[src/rtl/uart_xmt_unit.sv]
// UART transmitter: start, LSB-first data, optional parity, 1-2 stop bits. Line falls one edge after
// handshake, frame is N*CLKS_PER_BIT cycles; xmt_ready is low for the whole frame, valid while busy is dropped.
module uart_xmt_unit #(
   parameter int WORD_SIZE    = 8,
   parameter int CLKS_PER_BIT = 8,
   parameter int PARITY       = 0,
   parameter int STOP_BITS    = 1
) (
   input  logic                 clk,
   input  logic                 rst,
   input  logic [WORD_SIZE-1:0] xmt_data,
   input  logic                 xmt_valid,
   output logic                 xmt_ready,
   output logic                 serial_out,
   output logic                 xmt_busy,
   output logic                 xmt_done
);

   localparam int CW = $clog2(CLKS_PER_BIT);
   localparam int BW = $clog2(WORD_SIZE + 1);
   localparam logic [CW-1:0] CNT_LAST  = CW'(CLKS_PER_BIT - 1);
   localparam logic [BW-1:0] DATA_LAST = BW'(WORD_SIZE - 1);
   localparam logic [BW-1:0] STOP_LAST = BW'(STOP_BITS - 1);
   localparam logic          ODD_PAR   = (PARITY == 2);

   typedef enum logic [2:0] {IDLE, START, DATA, PAR, STOP} state_t;

   state_t               state, state_nx;
   logic [CW-1:0]        clk_cnt;
   logic [BW-1:0]        bit_cnt;
   logic [WORD_SIZE-1:0] shreg;
   logic                 par_bit;
   logic                 bit_end;
   logic                 accept;
   logic                 line_nx;

   assign bit_end   = (clk_cnt == CNT_LAST);
   assign xmt_ready = (state == IDLE);
   assign xmt_busy  = (state != IDLE);
   assign accept    = xmt_valid && xmt_ready;

   // line_nx is the value for the next cycle, so each bit is loaded at the edge that starts it
   always_comb begin
      state_nx = state;
      line_nx  = 1'b1;
      xmt_done = 1'b0;
      case (state)
         IDLE: begin
            if (accept) begin
               state_nx = START;
               line_nx  = 1'b0;
            end
         end
         START: begin
            line_nx = 1'b0;
            if (bit_end) begin
               state_nx = DATA;
               line_nx  = shreg[0];
            end
         end
         DATA: begin
            line_nx = shreg[0];
            if (bit_end) begin
               if (bit_cnt == DATA_LAST) begin
                  if (PARITY != 0) begin
                     state_nx = PAR;
                     line_nx  = par_bit;
                  end else begin
                     state_nx = STOP;
                     line_nx  = 1'b1;
                  end
               end else begin
                  line_nx = shreg[1];
               end
            end
         end
         PAR: begin
            line_nx = par_bit;
            if (bit_end) begin
               state_nx = STOP;
               line_nx  = 1'b1;
            end
         end
         STOP: begin
            line_nx = 1'b1;
            if (bit_end && (bit_cnt == STOP_LAST)) begin
               state_nx = IDLE;
               xmt_done = 1'b1;
            end
         end
         default: state_nx = IDLE;
      endcase
   end

   always_ff @(posedge clk) begin
      if (rst) begin
         state      <= IDLE;
         clk_cnt    <= '0;
         bit_cnt    <= '0;
         shreg      <= '0;
         par_bit    <= 1'b0;
         serial_out <= 1'b1;
      end else begin
         state      <= state_nx;
         serial_out <= line_nx;
         if (accept) begin
            shreg   <= xmt_data;
            par_bit <= (^xmt_data) ^ ODD_PAR;
            clk_cnt <= '0;
            bit_cnt <= '0;
         end else if (state != IDLE) begin
            clk_cnt <= bit_end ? '0 : clk_cnt + 1'b1;
            if (bit_end) begin
               // bit_cnt is cleared leaving DATA so it can count stop bits
               if (state == DATA) begin
                  shreg   <= shreg >> 1;
                  bit_cnt <= (bit_cnt == DATA_LAST) ? '0 : bit_cnt + 1'b1;
               end else if (state == STOP) begin
                  bit_cnt <= bit_cnt + 1'b1;
               end
            end
         end
      end
   end

endmodule

[config.mk]
export PLATFORM = sky130hd
export DESIGN_NAME = uart_xmt_unit
export DESIGN_NICKNAME = d
export VERILOG_FILES = /design/src/rtl/uart_xmt_unit.sv
export SDC_FILE = /design/constraint.sdc
export NUM_CORES = 1
export LEC_CHECK = 0
export BUFFER_PORTS_ARGS = -buffer_cell sky130_fd_sc_hd__buf_2
export CORE_UTILIZATION = 40
export CTS_CLUSTER_SIZE = 16
export DETAILED_ROUTE_END_ITERATION = 10
export GPL_TIMING_DRIVEN = 0
export PLACE_DENSITY = 0.6
export SYNTH_ARGS = -nofsm -noshare
export SYNTH_HDL_FRONTEND = slang
export SYNTH_SLANG_ARGS = --single-unit
[constraint.sdc]
create_clock -name clk -period 3 [get_ports clk]
set_input_delay 0.3 -clock clk [delete_from_list [all_inputs] [get_ports clk]]
set_output_delay 0.3 -clock clk [all_outputs]
set_load 0.01 [all_outputs]
==> flow_summary.yaml, run 1 <==
run_status:
  outcome: "finished, violations left"
  violations: "design-rule violations"
routing:
  vias: 1052
  drtPass1Iterations: 7
  antenna_left: 0
  drc_errors: 2
  wl_um: 2710
  wl_per_cell_um: 15.0
  dr.first_iter.drc_count: 33
  detail_route.vias_per_cell: 5.84
global_routing:
  track_usage: 0.182
  grt_pass1_wl_um: 4640
  grt_pass1_vias: 975
  antenna_found_initial: 0
  grt_start_max_net_pins: 13
  grt_overflow: 0
setup_path:
  endpoint_kind: "output port"
  max_stage_delay_ns: 0.38
  cp_slowest_cell: "dfxtp_1"
  worstPathRequired_ns: 2.70
  path_buf_inv: 1
  worstPathCellList: "ha_1 -> ha_1 -> nand4bb_1 -> nor2b_1 -> buf_2"
  path_class: "reg2out"
  cp.arrival_ns: 1.62
  path_common_cell: "ha_1"
  worstPathMaxFanout: 5
  cp_top_family: "adder cells"
  cp-start-kind: "flip-flop"
timing:
  rsz0062_at_grt: "false"
  period_minus_slack_ns: 1.92
  period_share: 0.641
  drv_slew: 0
  finalSetupTns_ns: 0
  max_slew.worst_pin.slew_ns: 0.504
  hold_viol: 0
  timing.fmax_mhz: 520
  setup_viol: 0
  skew_ns: 0.00188
  relSlewSlack: 0.664
  whs_ns: 0.241
yosys:
  ys_seq_area_frac: 0.329
  syn_nets: 147
  synthCells: 131
  synth_area_mm2: 0.00122
  ys.warnings.count: 0
  synth-edff-count: 0
  synth_ff_type: "dfxtp_1"
  yosysUniqueCellTypes: 46
  ys_ff_latch: 20
  synth.avg_cell_area_um2: 9.29
  synthArstFlopShare: 0
cells_and_area:
  finalNetCount: 166
  area_delta_synth_final_pct: 13.3
  fillers: 279
  drive_gt1_frac: 0.228
  n_antenna_cell: 0
  multiInputGateArea_um2: 737
  final-seq-area_um2: 400
  finalCoreUtilization: 0.487
worst_hold_path:
  hp-class: "in2reg"
cts:
  clock_latency_ns: 0.31
  ctsHoldBuffers: 0
  post_cts_buffers: 0
  cts_root_buf: "clkbuf_4"
  cts_resized: 0
  cts.sinks: 20
  tritoncts: "yes"
  numCtsBuffers: 3
  cts_max_level: 1
  clk_pin_slew_worst_paths_ns: 0.13
  cts_buffer_depth: 2
die:
  fp.dieH_um: 57.2
  ioPinCount: 15
  start_util: 0.430
  die_area_mm2: 0.00327
  coreArea_mm2: 0.00283
  rows: 19
  chipWidth_um: 57.2
pwr:
  switchingPower_mw: 0.272
  switching_share: 0.328
  combinationalPowerShare: 0.326
  internal_power_mw: 0.558
  p_seq_frac: 0.397
  ir_drop_v: 0.000276
  power_density_mw_per_mm2: 602
  leakagePower_nw: 0.535
  clkPwrFrac: 0.277
placed_design:
  gp_congestion: 0.822
  dpl.hpwl_um: 1960
  io_buffers: 14
run:
  maxCapViolations: 0
[cell type report]
cell class              count  area share
clock buffers               3      0.0163
multi-input cells          98       0.534
inverters                   5      0.0136
plain buffers               8      0.0445
repair buffers             14      0.0508
clock inverters             1      0.0218
flip-flops and latches     20       0.290
well taps                  31      0.0281
[stage by stage]
step / power (mW) / setup slack, ns / cells / area (um2)
detailed placement: 0.603 / 1.17 / 176 / 1330
global placement: 0.597 / 1.18 / 176 / 1330
floorplan: 0.536 / 1.40 / 131 / 1220
CTS: 0.832 / 1.06 / 180 / 1380
global route: 0.876 / 0.935 / 180 / 1380
finish: 0.830 / 1.08 / 180 / 1380
[state kept, by name, summed over array words and instances (netlist names)]
name        cells
shreg           8
bit_cnt         4
clk_cnt         3
state           3
par_bit         1
serial_out      1
[synth_stat cells (2+ instances only)]
cell type | number | share of area
dfxtp_1 | 20 | 0.33
nor2_1 | 11 | 0.034
nand2_1 | 10 | 0.031
xnor2_1 | 9 | 0.065
nand3_1 | 8 | 0.033
a311oi_1 | 7 | 0.050
ha_1 | 5 | 0.051
inv_1 | 5 | 0.015
nand3b_1 | 4 | 0.025
buf_6 | 3 | 0.028
nor3_1 | 3 | 0.012
o21ai_1 | 3 | 0.012
buf_4 | 2 | 0.012
clkbuf_1 | 2 | 0.0062
mux2i_1 | 2 | 0.016
nand2_2 | 2 | 0.010
nand2b_1 | 2 | 0.010
nor3b_1 | 2 | 0.012
nor3b_2 | 2 | 0.021
o211ai_1 | 2 | 0.012
or4b_1 | 2 | 0.016
[cell usage in the layout (no fill, tap or decap), types with 3 or more instances in the layout]
| cell | instances |
|---|---|
| ha_1 | 5 |
| nand3b_1 | 4 |
| buf_6 | 3 |
| nand3_1 | 8 |
| nand2_1 | 10 |
| nor3_1 | 3 |
| xnor2_1 | 9 |
| buf_2 | 15 |
| o21ai_1 | 3 |
| nor2_1 | 11 |
| inv_1 | 5 |
| clkbuf_4 | 3 |
| a311oi_1 | 7 |
| dfxtp_1 | 20 |
[worst min-delay path, stage by stage]
cell and delay [ns]:
buf_2 0.12, nand2_1 0.05, a21oi_1 0.05
[routing by layer]
metal  track usage  up-vias  share of wire
met5             0        -              0
met4        0.0627        0          0.013
met3        0.0272        4          0.028
met2         0.282       16           0.45
met1         0.259      513           0.51
li1              -      519              -
[path summary, 6_finish.rpt]
| kind | startpoint | to | cells after the start | slack, ns |
|---|---|---|---|---|
| setup / recovery | clk_cnt[0] | xmt_done | 5 | 1.08 |
| hold / removal | xmt_data[7] | shreg[7] | 3 | 0.24 |
| setup reg to reg | clk_cnt[0] | state[1] | 6 | 1.14 |
| hold reg to reg | shreg[7] | shreg[7] | 2 | 0.48 |
[power by group through the flow]
stage	Clock [mW]	Combinational (mW)	Sequential [mW]
2_1_floorplan	0	0.206	0.330
3_3_place_gp	0	0.264	0.333
3_5_place_dp	0	0.269	0.334
4_1_cts	0.233	0.271	0.328
5_1_grt	0.245	0.297	0.334
6_report	0.230	0.270	0.330
[cells by family after synthesis]
| group | synth area share |
|---|---|
| AOI/OAI and AO/OA | 0.161 |
| xor gates and xnor gates | 0.0719 |
| adders and majority gates | 0.0514 |
| buffers and inverters | 0.0658 |
| DFF | 0.329 |
| muxes | 0.0164 |
| and+or+nand+nor | 0.304 |
Note: power is estimated with default switching activity, not from simulation.
==> run 2, diff against run 1 <==
--- a/config.mk
+++ b/config.mk
@@ -5,6 +5,7 @@
 export SDC_FILE = /design/constraint.sdc
 export NUM_CORES = 1
 export LEC_CHECK = 0
+export ABC_AREA = 1
 export BUFFER_PORTS_ARGS = -buffer_cell sky130_fd_sc_hd__buf_2
 export CORE_UTILIZATION = 40
 export CTS_CLUSTER_SIZE = 16
==> constraint.sdc (replaced) <==
create_clock -name clk -period 1.8 [get_ports clk]
set_input_delay 0.18 -clock clk [delete_from_list [all_inputs] [get_ports clk]]
set_output_delay 0.18 -clock clk [all_outputs]
set_load 0.01 [all_outputs]
==> run 2 against run 1 <==
Effect of this change: the flow still finishes with violations (design-rule violations); synthesized area increased by 0.41%; clock power decreased by 8%; combinational power increased to 2.8 times the previous value; cell area decreased by 0.54%; sequential power increased by 93%; sequential cell count unchanged; non-clock buffer count decreased by 5; total power increased by 93%.
==> flow_summary.yaml, run 2 <==
run_status:
  outcome: "finished, violations left"
  violations: "design-rule violations"
setup_path:
  worstPathRequired_ns: 1.62
  cp-start-kind: "flip-flop"
  max_stage_delay_ns: 0.36
  endpoint_kind: "output port"
  worstPathMaxFanout: 3
  r2r_slack_ns: 0.30
  path_buf_inv: 2
  path_common_cell: "nand2_1"
  crit_start: "clk_cnt[0]"
  path_class: "reg2out"
  cp_slowest_cell: "dfxtp_1"
  cp.arrival_ns: 1.42
  worstPathCellList: "ha_2 -> ha_4 -> nand2_1 -> inv_1 -> nand2_1 -> nor2_1 -> buf_2"
  cp_top_family: "adder cells"
  timing.rr.start: "clk_cnt[0]"
pwr:
  ir_drop_v: 0.000484
  power_density_mw_per_mm2: 1170
  power_mw: 1.60
  leakagePower_nw: 0.628
routing:
  antenna_left: 0
  vias: 1135
  dr.first_iter.drc_count: 64
  detail_route.vias_per_cell: 5.04
  drc_errors: 2
  drtPass1Iterations: 8
  wl_um: 2470
  wl_per_cell_um: 11.0
cts:
  clk_pin_slew_worst_paths_ns: 0.11
  post_cts_buffers: 0
  tritoncts: "yes"
  cts.sinks: 20
  cts_max_level: 1
  clock_latency_ns: 0.30
  cts_root_buf: "clkbuf_4"
  ctsHoldBuffers: 0
  cts_buffer_depth: 2
  numCtsBuffers: 3
  cts_resized: 0
yosys:
  ys_seq_area_frac: 0.328
  ys_ff_latch: 20
  syn_nets: 193
  synthCells: 177
  yosysUniqueCellTypes: 27
  synth.avg_cell_area_um2: 6.91
  yosys.cell_count.top_type: "nand2_1"
  synth-edff-count: 0
  ys.warnings.count: 0
  synth_area_mm2: 0.00122
  synth_commonest_cells: "nand2_1 (49), dfxtp_1 (20), nor2_1 (20)"
  synthArstFlopShare: 0
  synth_ff_type: "dfxtp_1"
  netlist.area_leader.share: 0.328
  synthTopCellsByArea: "dfxtp_1 (33%), nand2_1 (15%), nor2_1 (6.1%), ha_1 (5.1%), o21ai_1 (4.9%)"
  yosys.area.top_type: "dfxtp_1"
timing:
  post-route-worst-setup-slack_ns: 0.202
  whs_ns: 0.0673
  relSlewSlack: 0.729
  period_share: 0.888
  skew_ns: 0.00649
  drv_slew: 0
  timing.fmax_mhz: 626
  finalSetupTns_ns: 0
  rsz0062_at_grt: "false"
  setup_viol: 0
  period_minus_slack_ns: 1.60
  max_slew.worst_pin.slew_ns: 0.406
  hold_viol: 0
cells_and_area:
  finalNetCount: 212
  finalCoreUtilization: 0.485
  n_antenna_cell: 0
  area_delta_synth_final_pct: 12.2
  drive_gt1_frac: 0.175
  design_area_mm2: 0.00137
  largest-register: "shreg"
  largest_register_ffs: 8
  top_regs: "shreg x8, bit_cnt x4"
  final_common_cell: "nand2_1"
  mostFrequentLayoutCells: "nand2_1 (49), nor2_1 (20), dfxtp_1 (20), inv_1 (14), buf_2 (14)"
  final_cells: 225
run:
  maxCapViolations: 0
placed_design:
  io_buffers: 14
  gp_congestion: 0.876
  dpl.hpwl_um: 1940
  dp_slack_ns: 0.287
  placed_cells: 222
  place_area_mm2: 0.00133
global_routing:
  grt_overflow: 0
  track_usage: 0.172
  antenna_found_initial: 0
  grt_start_max_net_pins: 11
  grt_pass1_wl_um: 4440
  grt_pass1_vias: 1081
die:
  rows: 19
  die_area_mm2: 0.00328
  start_util: 0.432
  ioPinCount: 15
  fp.dieH_um: 57.3
  coreArea_mm2: 0.00283
  chipWidth_um: 57.3
worst_hold_path:
  worstHoldStart: "rst"
  hp-class: "in2reg"
[run 2: cell types whose count changed after synthesis, moves of 3 or more]
| cell | before | now |
|---|---|---|
| a311oi_1 | 7 | 0 |
| and3_1 | 1 | 6 |
| nand3_1 | 8 | 11 |
| inv_1 | 5 | 14 |
| xor2_1 | 1 | 4 |
| xnor2_1 | 9 | 4 |
| a21oi_1 | 1 | 7 |
| nand3b_1 | 4 | 0 |
| o21ai_1 | 3 | 12 |
| nor2_1 | 11 | 20 |
| inv_2 | 0 | 4 |
| nand2_1 | 10 | 49 |
[run 2: final timing paths]
path                     end  cells after the start
setup / recovery    xmt_done                      7
hold / removal      state[2]                      2
setup reg to reg    state[1]                      9
hold reg to reg   clk_cnt[1]                      2
[run 2: worst reg2reg max path, stage by stage (launching register included)]
cell,delay (ns)
dfxtp_1,0.36
ha_2,0.22
ha_2,0.25
inv_1,0.06
nand3_1,0.09
nand2_1,0.06
nor2_1,0.17
nand3_1,0.09
nand2_1,0.07
nor2_1,0.04
[run 2: cells by family (layout without fill, tap and decap cells)]
| group | after synthesis | count (layout) | share of synthesized area |
|---|---|---|---|
| adder cells (fa/ha/maj) | 5 | 5 | 0.0512 |
| flip-flops | 20 | 20 | 0.328 |
| AO/OA/AOI/OAI | 27 | 27 | 0.121 |
| buffers and inverters | 22 | 39 | 0.0870 |
| AND/OR/NAND/NOR | 95 | 95 | 0.356 |
| XOR/XNOR | 8 | 8 | 0.0573 |
[run 2: routing by layer]
metal | vias up | share of wire | wire (um) | global-route usage
met3 | 2 | 0.026 | 63 | 0.0408
met1 | 514 | 0.50 | 1240 | 0.224
li1 | 606 | - | - | -
met5 | - | 0 | 0 | 0
met2 | 13 | 0.46 | 1150 | 0.286
met4 | 0 | 0.0069 | 17 | 0.0418
[run 2: report_power, final]
| part | total (mW) | switching [mW] | leakage (nW) | internal, mW |
|---|---|---|---|---|
| Combinational | 0.755 | 0.452 | 0.450 | 0.302 |
| Clock | 0.211 | 0.133 | 0.0138 | 0.0780 |
| Sequential | 0.638 | 0.0834 | 0.164 | 0.555 |
| Total | 1.60 | 0.669 | 0.628 | 0.935 |
[run 2: final cells by class]
| type | instances | area [um2] |
|---|---|---|
| Tap cell | 31 | 38.8 |
| Multi-Input combinational cell | 135 | 733 |
| Fill cell | 290 | 1460 |
| Timing Repair Buffer | 14 | 70.1 |
| Sequential cell | 20 | 400 |
| Buffer | 3 | 30.0 |
| Inverter | 19 | 76.3 |
| Clock buffer | 3 | 22.5 |
==> run 3, diff against run 2 <==
--- a/config.mk
+++ b/config.mk
@@ -7,11 +7,12 @@
 export LEC_CHECK = 0
 export ABC_AREA = 1
 export BUFFER_PORTS_ARGS = -buffer_cell sky130_fd_sc_hd__buf_2
+export CORE_MARGIN = 2
 export CORE_UTILIZATION = 40
 export CTS_CLUSTER_SIZE = 16
 export DETAILED_ROUTE_END_ITERATION = 10
 export GPL_TIMING_DRIVEN = 0
-export PLACE_DENSITY = 0.6
+export PLACE_DENSITY = 0.71
 export SYNTH_ARGS = -nofsm -noshare
 export SYNTH_HDL_FRONTEND = slang
 export SYNTH_SLANG_ARGS = --single-unit
==> run 3 against run 2 <==
Effect of this change: the run now ends clean; global-route usage is 2.7 points lower; clock skew grew 0.0040 ns; count of clock-buffer cells in the layout rose by 1; sequential cell count unchanged; setup slack worse by 0.038 ns; first-iteration DRC count down 67%; wire length shrank 9.6%; core utilization down 2.5 points; non-clock buffer count stayed put; final cell count is 1.3% higher; die area increased by 7.1%.
==> flow_summary.yaml, run 3 (synthesized netlist as in run 2, its figures left out) <==
global_routing:
  track_usage: 0.144
  grt_pass1_vias: 988
  antenna_found_initial: 0
  grt_overflow: 0
  grt_start_max_net_pins: 12
  grt_pass1_wl_um: 4000
cts:
  post_cts_buffers: 0
  cts_resized: 0
  clk_pin_slew_worst_paths_ns: 0.12
  cts_max_level: 1
  cts_buffer_depth: 2
  numCtsBuffers: 3
  ctsHoldBuffers: 0
  cts.sinks: 20
  clock_latency_ns: 0.30
  cts_root_buf: "clkbuf_4"
  tritoncts: "yes"
cells_and_area:
  fillers: 294
  final_cells: 228
  multiInputGateArea_um2: 716
  drive_gt1_frac: 0.164
  design_area_mm2: 0.00137
  n_antenna_cell: 0
  final-seq-area_um2: 400
  mostFrequentLayoutCells: "nand2_1 (49), nor2_1 (20), dfxtp_1 (20), inv_1 (14), buf_2 (14)"
  finalNetCount: 212
  largest-register: "shreg"
  top_regs: "shreg x8, bit_cnt x4"
  area_delta_synth_final_pct: 12.1
  largest_register_ffs: 8
  finalCoreUtilization: 0.460
  final_common_cell: "nand2_1"
pwr:
  power_density_mw_per_mm2: 1200
  leakagePower_nw: 0.644
  power_mw: 1.64
  ir_drop_v: 0.000596
timing:
  skew_ns: 0.0105
  period_share: 0.909
  timing.fmax_mhz: 611
  hold_viol: 0
  drv_slew: 0
  relSlewSlack: 0.749
  finalSetupTns_ns: 0
  setup_viol: 0
  period_minus_slack_ns: 1.64
  rsz0062_at_grt: "false"
  max_slew.worst_pin.slew_ns: 0.376
die:
  chipWidth_um: 59.3
  start_util: 0.411
  fp.dieH_um: 59.3
  die_area_mm2: 0.00351
  ioPinCount: 15
  rows: 20
  coreArea_mm2: 0.00298
placed_design:
  placed_cells: 224
  io_buffers: 14
  gp_congestion: 0.763
  place_area_mm2: 0.00133
  dpl.hpwl_um: 1770
setup_path:
  cp_top_family: "adder cells"
  max_stage_delay_ns: 0.37
  worstPathRequired_ns: 1.62
  path_buf_inv: 2
  path_class: "reg2out"
  cp-start-kind: "flip-flop"
  worstPathMaxFanout: 3
  r2r_slack_ns: 0.31
  worstPathCellList: "ha_1 -> ha_1 -> nand2_1 -> inv_1 -> nand2_1 -> nor2_1 -> buf_2"
  endpoint_kind: "output port"
  cp.arrival_ns: 1.46
  cp_slowest_cell: "dfxtp_1"
routing:
  wl_per_cell_um: 9.79
  detail_route.vias_per_cell: 4.86
  drc_errors: 0
  dr.first_iter.drc_count: 21
  antenna_left: 0
  vias: 1109
  wl_um: 2230
  drtPass1Iterations: 4
run:
  maxCapViolations: 0
run_status:
  outcome: "finished, final reports clean"
worst_hold_path:
  hp-class: "in2reg"
run 3: path summary, 6_finish.rpt:
| path | start | to | cells after the start |
|---|---|---|---|
| worst max-delay path | clk_cnt[0] | xmt_done | 7 |
| worst min-delay path | rst | state[2] | 2 |
| worst max register to register | clk_cnt[0] | state[1] | 11 |
| worst min register to register | clk_cnt[1] | clk_cnt[1] | 2 |
run 3: area by class of cell:
cell class,instances,share of cell area
Sequential cell,20,0.292
Clock buffer,4,0.0265
Timing Repair Buffer,14,0.0511
Buffer,3,0.0219
Tap cell,33,0.0301
Inverter,19,0.0557
Multi-Input combinational cell,135,0.522
run 3: worst register-to-register path: cells and delay by family (launching register included):
| kind | cells | cell delay [ns] |
|---|---|---|
| and+or+nand+nor | 8 | 0.61 |
| adders and majority gates | 2 | 0.39 |
| DFF | 1 | 0.37 |
| buffers and inverters | 1 | 0.05 |
run 3: through the flow:
stage	setup WS [ns]	hold slack, ns
6_report	0.164	0.0540
3_5_place_dp	0.295	0.388
5_1_grt	0.0430	0.0379
3_3_place_gp	0.300	0.388
2_1_floorplan	0.446	0.249
4_1_cts	0.140	0.0455
run 3: layer usage:
layer,vias up,GRT usage,share of wire
met4,0,0.0195,0
met3,0,0.0393,0.040
met2,21,0.253,0.47
li1,614,-,-
met5,-,0,0
met1,474,0.179,0.49
run 3: report_power, final:
part           switching [mW]  total (mW)  internal (mW)
combinational           0.440       0.740          0.300
clock                   0.144       0.268          0.123
sequential             0.0792       0.634          0.555
total                   0.664        1.64          0.978
